### config.mk
export PLATFORM = sky130hd
export DESIGN_NAME = mem_arbiter
export DESIGN_NICKNAME = d
export VERILOG_FILES = /design/src/rtl/sm83_pkg.sv /design/src/rtl/hram.sv /design/src/rtl/mem_arbiter.sv
export SDC_FILE = /design/constraint.sdc
export NUM_CORES = 1
export LEC_CHECK = 0
export CORE_ASPECT_RATIO = 0.9
export CORE_MARGIN = 1.5
export CORE_UTILIZATION = 50
export CTS_CLUSTER_SIZE = 8
export DETAILED_ROUTE_END_ITERATION = 10
export PLACE_DENSITY = 0.66
export SETUP_SLACK_MARGIN = 0.02
export SLEW_MARGIN = 20
export SYNTH_ARGS = -nofsm -noshare
export SYNTH_HDL_FRONTEND = slang
export SYNTH_SLANG_ARGS = --single-unit
export TNS_END_PERCENT = 20
### constraint.sdc
create_clock -name clk -period 3.75 [get_ports clk]
set_input_delay 0.5625 -clock clk [delete_from_list [all_inputs] [get_ports clk]]
set_output_delay 0.5625 -clock clk [all_outputs]
set_load 0.03 [all_outputs]
### src/rtl/sm83_pkg.sv
// ---------------------------------------------------------------------------
// sm83_pkg
// Shared types and constants for the sm83 memory arbiter.
//   arb_state_t : arbiter / OAM DMA state machine states
//   rd_src_t    : source of the byte returned to the CPU one cycle after
//                 it presents an address
//   HRAM_BASE/HRAM_TOP : inclusive bounds of the internal high RAM window
// ---------------------------------------------------------------------------
package sm83_pkg;

    typedef enum logic [1:0] {
        IDLE,
        START,
        READ,
        WRITE
    } arb_state_t;

    typedef enum logic [1:0] {
        SRC_MEM,
        SRC_HRAM,
        SRC_REG,
        SRC_BLOCKED
    } rd_src_t;

    localparam logic [15:0] HRAM_BASE = 16'hFF80;
    localparam logic [15:0] HRAM_TOP  = 16'hFFFE;

    function automatic logic in_hram(input logic [15:0] addr);
        return (addr >= HRAM_BASE) && (addr <= HRAM_TOP);
    endfunction

endpackage

### src/rtl/hram.sv
// ---------------------------------------------------------------------------
// hram
// 127 x 8 synchronous RAM backing the CPU's high RAM window (0xFF80-0xFFFE).
// Writes land on the rising edge; reads are registered, so data appears on
// rdata the cycle after the address is presented. Contents are not reset.
// Ports:
//   clk   : system clock
//   we    : write enable
//   re    : read enable (read register only updates when set)
//   addr  : word address 0..126
//   wdata : write data
//   rdata : registered read data
// ---------------------------------------------------------------------------
module hram (
    input  logic       clk,
    input  logic       we,
    input  logic       re,
    input  logic [6:0] addr,
    input  logic [7:0] wdata,
    output logic [7:0] rdata
);

    logic [7:0] mem [0:126];

    // Address 127 maps to 0xFFFF, which is outside the window, so the
    // enables are only ever raised for in-range addresses.
    always_ff @(posedge clk) begin
        if (we) begin
            mem[addr] <= wdata;
        end
        if (re) begin
            rdata <= mem[addr];
        end
    end

endmodule

### src/rtl/mem_arbiter.sv
// ---------------------------------------------------------------------------
// mem_arbiter
// Owns the single-port system memory bus between the sm83 core and memory,
// and contains the OAM DMA engine. A CPU write to DMA_REG latches a source
// page and copies DMA_LEN bytes from {page,8'h00} to DMA_DEST. While a
// transfer runs the CPU is locked out of main memory but keeps full access
// to the internal HRAM.
// Ports:
//   clk, rst   : system clock, synchronous active-high reset
//   cpu_addr   : CPU address
//   cpu_d_out  : CPU write data
//   cpu_write  : CPU write strobe
//   cpu_d_in   : read data to CPU, valid the cycle after cpu_addr
//   mem_addr   : memory address
//   mem_d_out  : memory write data
//   mem_write  : memory write strobe
//   mem_d_in   : memory read data, valid one cycle after mem_addr
//   dma_active : high from START through the last WRITE of a transfer
// ---------------------------------------------------------------------------
module mem_arbiter
    import sm83_pkg::*;
#(
    parameter int          DMA_LEN     = 160,
    parameter logic [15:0] DMA_DEST    = 16'hFE00,
    parameter logic [15:0] DMA_REG     = 16'hFF46,
    parameter int          START_DELAY = 1
) (
    input  logic        clk,
    input  logic        rst,
    input  logic [15:0] cpu_addr,
    input  logic [7:0]  cpu_d_out,
    input  logic        cpu_write,
    output logic [7:0]  cpu_d_in,
    output logic [15:0] mem_addr,
    output logic [7:0]  mem_d_out,
    output logic        mem_write,
    input  logic [7:0]  mem_d_in,
    output logic        dma_active
);

    // START always occupies at least one cycle, even for START_DELAY=0.
    localparam int            START_CYC = (START_DELAY < 1) ? 1 : START_DELAY;
    localparam int            DW        = (START_CYC > 1) ? $clog2(START_CYC) : 1;
    localparam logic [DW-1:0] DLY_LAST  = DW'(START_CYC - 1);
    localparam logic [7:0]    IDX_LAST  = 8'(DMA_LEN - 1);

    arb_state_t    state;
    rd_src_t       rd_src;
    logic [7:0]    page;
    logic [7:0]    idx;
    logic [DW-1:0] dly_cnt;

    logic          hit_hram;
    logic          hit_reg;
    logic          reg_write;
    logic [7:0]    hram_rdata;

    assign hit_hram  = in_hram(cpu_addr);
    assign hit_reg   = !hit_hram && (cpu_addr == DMA_REG);
    assign reg_write = hit_reg && cpu_write;

    hram u_hram (
        .clk   (clk),
        .we    (cpu_write && hit_hram),
        .re    (hit_hram),
        .addr  (cpu_addr[6:0]),
        .wdata (cpu_d_out),
        .rdata (hram_rdata)
    );

    // DMA state machine. A page-register write restarts the copy from
    // index 0 regardless of the current state, including the final WRITE
    // (that last byte still lands this cycle, then START follows).
    always_ff @(posedge clk) begin
        if (rst) begin
            state      <= IDLE;
            dma_active <= 1'b0;
            page       <= 8'h00;
            idx        <= 8'h00;
            dly_cnt    <= '0;
        end else if (reg_write) begin
            page       <= cpu_d_out;
            state      <= START;
            dma_active <= 1'b1;
            idx        <= 8'h00;
            dly_cnt    <= '0;
        end else begin
            case (state)
                IDLE: begin
                end
                START: begin
                    if (dly_cnt == DLY_LAST) begin
                        state <= READ;
                    end else begin
                        dly_cnt <= dly_cnt + 1'b1;
                    end
                end
                READ: begin
                    state <= WRITE;
                end
                WRITE: begin
                    idx <= idx + 8'h01;
                    if (idx == IDX_LAST) begin
                        state      <= IDLE;
                        dma_active <= 1'b0;
                    end else begin
                        state <= READ;
                    end
                end
                default: begin
                    state      <= IDLE;
                    dma_active <= 1'b0;
                end
            endcase
        end
    end

    // Remember where this cycle's read is served from so the returned byte
    // lines up with the one-cycle latency of memory and HRAM.
    always_ff @(posedge clk) begin
        if (rst) begin
            rd_src <= SRC_BLOCKED;
        end else if (hit_hram) begin
            rd_src <= SRC_HRAM;
        end else if (hit_reg) begin
            rd_src <= SRC_REG;
        end else if (state == IDLE) begin
            rd_src <= SRC_MEM;
        end else begin
            rd_src <= SRC_BLOCKED;
        end
    end

    // Memory bus: CPU pass-through when idle, DMA-owned otherwise. The
    // source index wraps inside the page; the destination is a plain add.
    always_comb begin
        mem_addr  = cpu_addr;
        mem_d_out = cpu_d_out;
        mem_write = 1'b0;
        case (state)
            IDLE: begin
                mem_write = cpu_write && !hit_hram && !hit_reg;
            end
            READ: begin
                mem_addr = {page, idx};
            end
            WRITE: begin
                mem_addr  = DMA_DEST + {8'h00, idx};
                mem_d_out = mem_d_in;
                mem_write = 1'b1;
            end
            default: begin
            end
        endcase
    end

    always_comb begin
        case (rd_src)
            SRC_MEM:  cpu_d_in = mem_d_in;
            SRC_HRAM: cpu_d_in = hram_rdata;
            SRC_REG:  cpu_d_in = page;
            default:  cpu_d_in = 8'hFF;
        endcase
    end

endmodule

Word level (Yosys, flattened, before mapping)
Memories as Yosys holds them, arrays and structs flattened. A register that Yosys moved wholly into a read port is not among the register bits.
Index checks and enable logic that the tools add are counted.

word-level totals
  flip-flop bits (word level) = 22
  memory bits (writable) = 1016
  input bits = 35
  memories kept = 1

operators by class
  add/sub/neg operators = 3
  magnitude comparators = 2
  equality and inequality tests = 9
  muxes and demuxes = 17
  reductions and logical operators = 19

memory list
  memory      words  width  rd ports  clocked after Yosys merged registers in  write ports  line        RTL
  u_hram.mem  127    8      1         1                                        1            hram.sv:23  logic [7:0] mem [0:126];

operator list
  kind                                                                   count
  16-bit one-hot mux with 2 select lines                                 1
  8-bit one-hot mux with 3 select lines                                  1
  16-bit equality test, second input constant                            1
  16-bit greater-or-equal comparator, second input constant              1
  16-bit <= comparator, second input constant                            1
  10-bit by 9-bit adder with 11-bit output, first input constant         1
  2-bit two-way mux                                                      5
  8-bit by 1-bit adder with 8-bit output, second input constant          1
  8-bit equality test, second input constant                             1
  8-bit two-way mux                                                      1
  1-bit two-way mux                                                      7
  2-bit equality test, second input constant                             3
  1-bit logical AND                                                      6
  2-bit one-hot mux with 3 select lines                                  1
  2-bit AND reduction                                                    3
  2-bit by 1-bit equality test with 1-bit output, second input constant  2
  2-bit zero test                                                        2
  2-bit nonzero test                                                     2
  4-bit nonzero test                                                     1
  2-bit OR reduction                                                     2
  3-bit inequality test, second input constant                           1
  3-bit nonzero test                                                     1
  1-bit zero test                                                        2
  2-bit inequality test, second input constant                           1
  2 further kinds                                                        2

Longest topological paths before layout
Gate-level depths: netlist (run 1).

  word-level depth = 7
  mapped depth = 11
  mapped depth without buffers = 7

Modules after synthesis
A second synthesis (run 1) with hierarchy kept.

second synthesis, totals
  cells, all modules = 2543
  area, all modules = 41297.1 sq um

by module, submodules not included
  module       times used  cells each  area an instance (sq um)  sequential area each (sq um)
  hram         1           2375        39801.9                   30749.5
  mem_arbiter  1           168         1495.2                    420.4

Worst setup path before layout (run 1)
No wires, ideal clock.

  kind = input to register
  start = input port cpu_addr[4]
  end = memory u_hram.mem[57][0] (enable)
  data arrival time = 2496 ps
  required time = 3380 ps
  slack = 884 ps
  stages = 10
  cells stage by stage = buf_2 -> and2_1 -> buf_2 -> nand2_1 -> o31a_1 -> and3_1 -> clkbuf_1 -> nand3_1 -> buf_2 -> nor2_1

on the way
  cells in the longest elaborated chain, start to end = 5

ends and longest elaborated chain
  what                                                                        line               RTL
  start, declared                                                             mem_arbiter.sv:30  input logic [15:0] cpu_addr,
  16-bit greater-or-equal comparator or 16-bit <= comparator (tied branches)  sm83_pkg.sv:29     return (addr >= HRAM_BASE) && (addr <= HRAM_TOP);
  1-bit logical AND                                                           sm83_pkg.sv:29
  1-bit logical AND                                                           mem_arbiter.sv:64  .we (cpu_write && hit_hram),
  1-bit two-way mux                                                           hram.sv:28         if (we) begin
  1-bit two-way mux (implied by the code)                                     hram.sv:29         mem[addr] <= wdata;
  end, declared                                                               hram.sv:23

Parallel ways exist; a longest one is shown, timed or not.

Final worst setup path (run 1)
  start = register state[0]
  end = output port mem_addr[2]

on the way
  cells in the longest elaborated chain, start to end = 2

ends and longest elaborated chain
  what                                      line                RTL
  start, declared                           mem_arbiter.sv:47   arb_state_t state;
  start signal, assigned                    mem_arbiter.sv:76   state <= IDLE;
  start signal, assigned                    mem_arbiter.sv:83   state <= START;
  start signal, assigned                    mem_arbiter.sv:93   state <= READ;
  2-bit equality test                       mem_arbiter.sv:140  case (state)
  16-bit one-hot mux with 2 select lines *  mem_arbiter.sv:140
  end, declared                             mem_arbiter.sv:34   output logic [15:0] mem_addr,

Every way passes the cells marked *; elsewhere a longest branch is shown, timed or not.

==> metrics.txt, run 1 <==
Worst path max stage delay=590 ps; CTS Buf Count=148; mean routed wirelength per cell=33.9 um; first-pass GRT wire length=191000 um; status=finished clean; DR iter-0 viols=4774; Final Max Slew Viols=0; Netlist cell types=78; Worst Setup End Kind=output port; layout cells sized above 1=20.5%; Final ANT Viol Nets=0; vias=27100; final net count=2861; Synth Register Bits=1045; Finish-stage setup viols=0; share of the synthesized area in the top cell type=74.2%; Post-CTS Setup Repair Bufs=0; hold crit path type=in -> reg; Post-Route WL=133000 um; clk_lat worst skew=750 ps; # DRC=0; clk root buf=clkbuf_16; Critical Path Source Type=flip-flop; Static Leak=16.0 nW; H-tree depth=4; Mapped Area=41500 sq um; predominant post-synthesis flop cell=edfxtp_1; Fin. Hold Viols=0; post-synthesis sequential area ratio=75.2%; CTS sink cnt=1045; critical path class=reg -> out; Layout area overhead=18.0%; synth warn=0; DR pass1 iterations=8; DIE HEIGHT=276 um; async set-reset flop share out of synthesis=0%; met3 routed wirelength=18800 um; final hold slack=125 ps; clock buffer depth=3; die area=84700 sq um; top routing layer used=met5; IO buf count=68; TritonCTS clock tree=done; Final period util=96.0%; Max Clk Rate=278 MHz; VDD IR-drop max=429 uV; clk_skew=21.2 ps; Slew @ Worst Pin=1160 ps; RePlAce Congestion=0.924; Core Util, Final=60.0%; Area contributors post-synth=edfxtp_1 74%, a221oi_1 3.8%, mux2_2 2.6%, a22oi_1 2.3%, nor2_1 2.0%; Slew HR=22.4%; syn nets=2572; Reg clk slew, reported paths=50 ps; placed cell area=44800 sq um; total power=26.8 mW; Initial Util=50.8%; Finished Cell Area=48900 sq um; gr usage total=31.4%; # IOs=69; CP Cell Sequence=inv_1 > ha_1 > buf_4 > nor2_2 > mux2_2 > clkdlybuf4s50_1; Metal-1 WL=50100 um; routed length on met2=58400 um; clock period minus worst slack=3600 ps; MaxCap Viol Count=0; Worst Path Arrival=3040 ps; Core Area=81600 sq um; vias in the first global route=26500; Syn Inst Count=2531; Avg Cell Area, Syn=16.4 sq um; # rows=99; most frequent cells in the layout=1024 x edfxtp_1, 250 x buf_4, 215 x nor2_1; gr ovfl total=0; die width=307 um; vias per inst=6.90; Max FO, Critical Path=18; power per standard cell area=547 nW/um^2; Post-synth EDFFs=1024; largest net degree at the start of global routing=129; Critical Path RT=3190 ps; slowest CP cell=clkdlybuf4s50_1; Yosys top cell by area=edfxtp_1; Hold Buf Count CTS=0; HPWL Detailed=81000 um; RSZ-0062 raised after global routing=false; initial antenna violation count=4; commonest non-fill, non-tap cell in the layout=edfxtp_1
==> synthesized netlist by cell type, drive strengths merged, types with 5 or more instances <==
cell,n
a31oi,8
nor3,9
dfxtp,21
mux2,96
a22o,17
buf,134
nand3,16
o22a,22
o221ai,18
a21o,5
a32oi,7
o21ai,69
nor2b,33
a211oi,11
and2,7
a21oi,84
nor2,218
or2,5
nand2,76
o2111ai,9
a22oi,125
mux4,16
o22ai,32
nand2b,12
edfxtp,1024
o211ai,17
a222oi,11
a221o,12
mux2i,70
ha,6
xor2,5
o2bb2ai,6
inv,7
a311oi,6
clkbuf,64
and3,5
a211o,9
a221oi,185
==> cells by family after synthesis <==
group,count (synthesis),synth area share [%]
mux,182,5.17
buf+inv,207,2.54
simple gates,403,4.34
xor+xnor,7,0.148
compound gates,681,12.5
fa+ha+maj,6,0.181
flops,1045,75.2
==> layer usage <==
metal / vias to the layer above / global-route usage, %
met4: 2 / 13.8
li1: 10900 / -
met2: 2218 / 45.6
met3: 354 / 8.55
met1: 13600 / 44.6
met5: - / 0
==> path summary, 6_finish.rpt <==
| kind | startpoint | end | slack (ps) | cells past startpoint |
|---|---|---|---|---|
| max | state[0]$_SDFFE_PP0P_ | mem_addr[2] | 150 | 6 |
| min | cpu_d_out[4] | u_hram.mem[74][4]$_DFFE_PP_ | 130 | 1 |
| max reg2reg | u_hram.mem[94][5]$_DFFE_PP_ | u_hram.rdata[5]$_DFFE_PP_ | 1150 | 8 |
| min reg2reg | dma_active$_SDFFE_PP0P_ | dma_active$_SDFFE_PP0P_ | 480 | 2 |
==> through the flow <==
stage / std cells / setup TNS, ps / setup WS (ps)
after floorplan: 2531 / 0 / 884
after global placement: 3730 / -24.1 / -24.1
after detailed placement: 3730 / 0 / 55.5
after CTS: 3919 / 0 / 100
after global routing: 3919 / 0 / 70.9
final: 3920 / 0 / 151
==> layout make-up <==
class	count	area, sq um
clock buffers	176	3870
well taps	1060	1330
clock inverters	13	226
fillers	5859	32700
inverters	9	36.3
repair buffers	337	3020
multi-input cells	1279	9290
diodes	1	2.50
flip-flops and latches	1045	31200
==> power by group <==
group,total [mW],internal [mW],switching [mW]
clock,12.0,7.21,4.80
sequential,12.9,12.9,0.0144
combinational,1.91,0.614,1.29
total,26.8,20.7,6.10
==> timing repair <==
item                                    in CTS  in global routing
gates resized for setup                      1                  1
hold endpoints to repair                     0                  0
endpoints found under the setup margin       8                  1
==> registers in the layout, indices dropped and copies added, names as in the netlist <==
signal,flops
dma_active,1
page,8
idx,8
u_hram.mem,1016
u_hram.rdata,8
state,2
rd_src,2
==> worst max-delay path, delay by kind of cell (launching register included) <==
kind | cells | cell delay, ps
buffers and inverters | 3 | 880
and+or+nand+nor | 1 | 410
muxes | 1 | 410
DFF | 1 | 360
adders and majority gates | 1 | 210
No activity file was read; power rests on OpenSTA's default activity.
==> run 2, diff against run 1 <==
Settings changed: SETUP_SLACK_MARGIN 0.02 to 0.2.
==> metrics.txt, run 2 (same netlist as run 1, synthesis figures left out) <==
WHS Path Cells=1 (unchanged); Layout area overhead=18.1% (about the same); CP Cell Sequence=inv_1 > ha_1 > buf_4 > nor2_4 > mux2_2 > clkdlybuf4s50_1; clock buffer depth=3 (unchanged); final net count=2861 (unchanged); clk root buf=clkbuf_16; vias per inst=6.89 (-0.21%); logic gate share of total power=7.1% (about the same); TritonCTS clock tree=done; Post-Route WL=133000 um (+0.16%); HPWL Detailed=81000 um (unchanged); die width=307 um (unchanged); Initial Util=50.8% (unchanged); Largest register FFs=1016 (unchanged); Slew @ Worst Pin=1180 ps (+13.5 ps); Reg clk slew, reported paths=50 ps (about the same); sw frac=22.8% (about the same); final hold slack=129 ps (+4.05 ps); clk_skew=25.7 ps (+4.54 ps); Fin. Hold Viols=0 (unchanged); DIE HEIGHT=276 um (unchanged); Psw=6.10 mW (-0.12%); layout cells sized above 1=20.5% (+0.035 points); internal power=20.7 mW (about the same); Hold Buf Count CTS=0 (unchanged); DR pass1 iterations=8 (unchanged); first-pass GRT wire length=191000 um (unchanged); Largest Register=u_hram.mem; # DRC=0 (unchanged); Seq pwr share=48.1% (about the same); clk_lat worst skew=750 ps (about the same); initial antenna violation count=4 (unchanged); gr ovfl total=0 (unchanged); mean routed wirelength per cell=34.0 um (+0.16%); H-tree depth=4 (unchanged); CTS sink cnt=1045 (unchanged); filler instances=5861 (+0.034%); Max Clk Rate=292 MHz (+5.1%); Worst Path Arrival=2860 ps (-180 ps); Slew HR=21.2% (-1.2 points); CTS Buf Count=148 (unchanged); die area=84700 sq um (unchanged); largest net degree at the start of global routing=129 (unchanged); most frequent cells in the layout=1024 x edfxtp_1, 250 x buf_4, 215 x nor2_1; Post-CTS Setup Repair Bufs=0 (unchanged); Worst Setup End Kind=output port; Final ANT Viol Nets=0 (unchanged); status=finished clean; commonest non-fill, non-tap cell in the layout=edfxtp_1; MaxCap Viol Count=0 (unchanged); critical path class=reg -> out; RePlAce Congestion=0.924 (unchanged); VDD IR-drop max=427 uV (-0.57%); gr usage total=31.4% (unchanged); clock period minus worst slack=3430 ps (-173 ps); hold crit path type=in -> reg; power per standard cell area=547 nW/um^2 (about the same); Static Leak=16.0 nW (about the same); vias in the first global route=26500 (+0.0075%); slowest CP cell=clkdlybuf4s50_1; Finish-stage setup viols=0 (unchanged); vias=27000 (-0.21%); Clk pwr share=44.8% (about the same); # IOs=69 (unchanged); Max FO, Critical Path=18 (unchanged); Core Area=81600 sq um (unchanged); Reg area=31200 sq um (unchanged); Critical Path RT=3190 ps (about the same); Critical Path Source Type=flip-flop; DR iter-0 viols=4594 (-3.8%); IO buf count=68 (unchanged); # rows=99 (unchanged); total power=26.8 mW (about the same); Worst path max stage delay=590 ps (about the same); Final Max Slew Viols=0 (unchanged); RSZ-0062 raised after global routing=false; R2R cell count=8 (unchanged); multi-input gate area in the final layout=9300 sq um (+0.11%); Final period util=91.4% (-4.6 points)
run 2: cell count changes in the layout (fill, tap and decap cells not counted), sizes merged:
| cell | delta |
|---|---|
| dlygate4sd2 | +1 |
| dlymetal6s2s | -1 |
run 2: through the flow:
step | area, sq um | worst slack [ps] | instances | setup TNS (ps) | utilization (%)
2_1_floorplan | 41500 | 884 | 2531 | 0 | -
3_3_place_gp | 44800 | -24.1 | 3730 | -24.1 | 54.9
3_5_place_dp | 44800 | 55.5 | 3730 | 0 | 54.9
4_1_cts | 48900 | 267 | 3919 | 0 | 60.0
5_1_grt | 48900 | 244 | 3919 | 0 | 60.0
6_report | 48900 | 324 | 3920 | 0 | 60.0
run 2: worst max-delay path, delay by kind of cell, from the launching register on:
kind	cells	cell delay (ps)
muxes	1	390
DFF	1	360
and+or+nand+nor	1	260
buffers and inverters	3	890
adders and majority gates	1	210
run 2: worst paths after layout:
check	startpoint	to	slack, ps
max	state[0]$_SDFFE_PP0P_	mem_addr[2]	320
min	cpu_d_out[4]	u_hram.mem[74][4]$_DFFE_PP_	130
max reg2reg	u_hram.mem[93][5]$_DFFE_PP_	u_hram.rdata[5]$_DFFE_PP_	1140
min reg2reg	dma_active$_SDFFE_PP0P_	dma_active$_SDFFE_PP0P_	480
run 2: timing repair:
action                     in CTS  in global routing
setup endpoints to repair      10                  1
cloned                          0                  0
gates resized for setup         3                  1
run 2: cell type report:
cell class	count	area share, %
tap	1060	2.71
timing repair buffer	337	6.16
inverter	9	0.0741
clock inverter	13	0.463
sequential	1045	63.7
multi-input combinational	1279	19.0
clock buffer	176	7.91
antenna	1	0.00511
run 2: routing by layer:
layer / track usage, % / wire length, um
met1: 44.6 / 50200
met2: 45.6 / 58700
met5: 0 / 57
met3: 8.55 / 18400
met4: 13.8 / 5890
run 2: power by group through the flow:
stage / registers, mW / clock network (mW) / logic [mW]
after floorplan: 13.1 / 0 / 0.916
after global placement: 13.1 / 0 / 1.82
after detailed placement: 13.1 / 0 / 1.84
after CTS: 12.9 / 12.1 / 1.85
after global routing: 12.9 / 12.5 / 1.96
final: 12.9 / 12.0 / 1.91
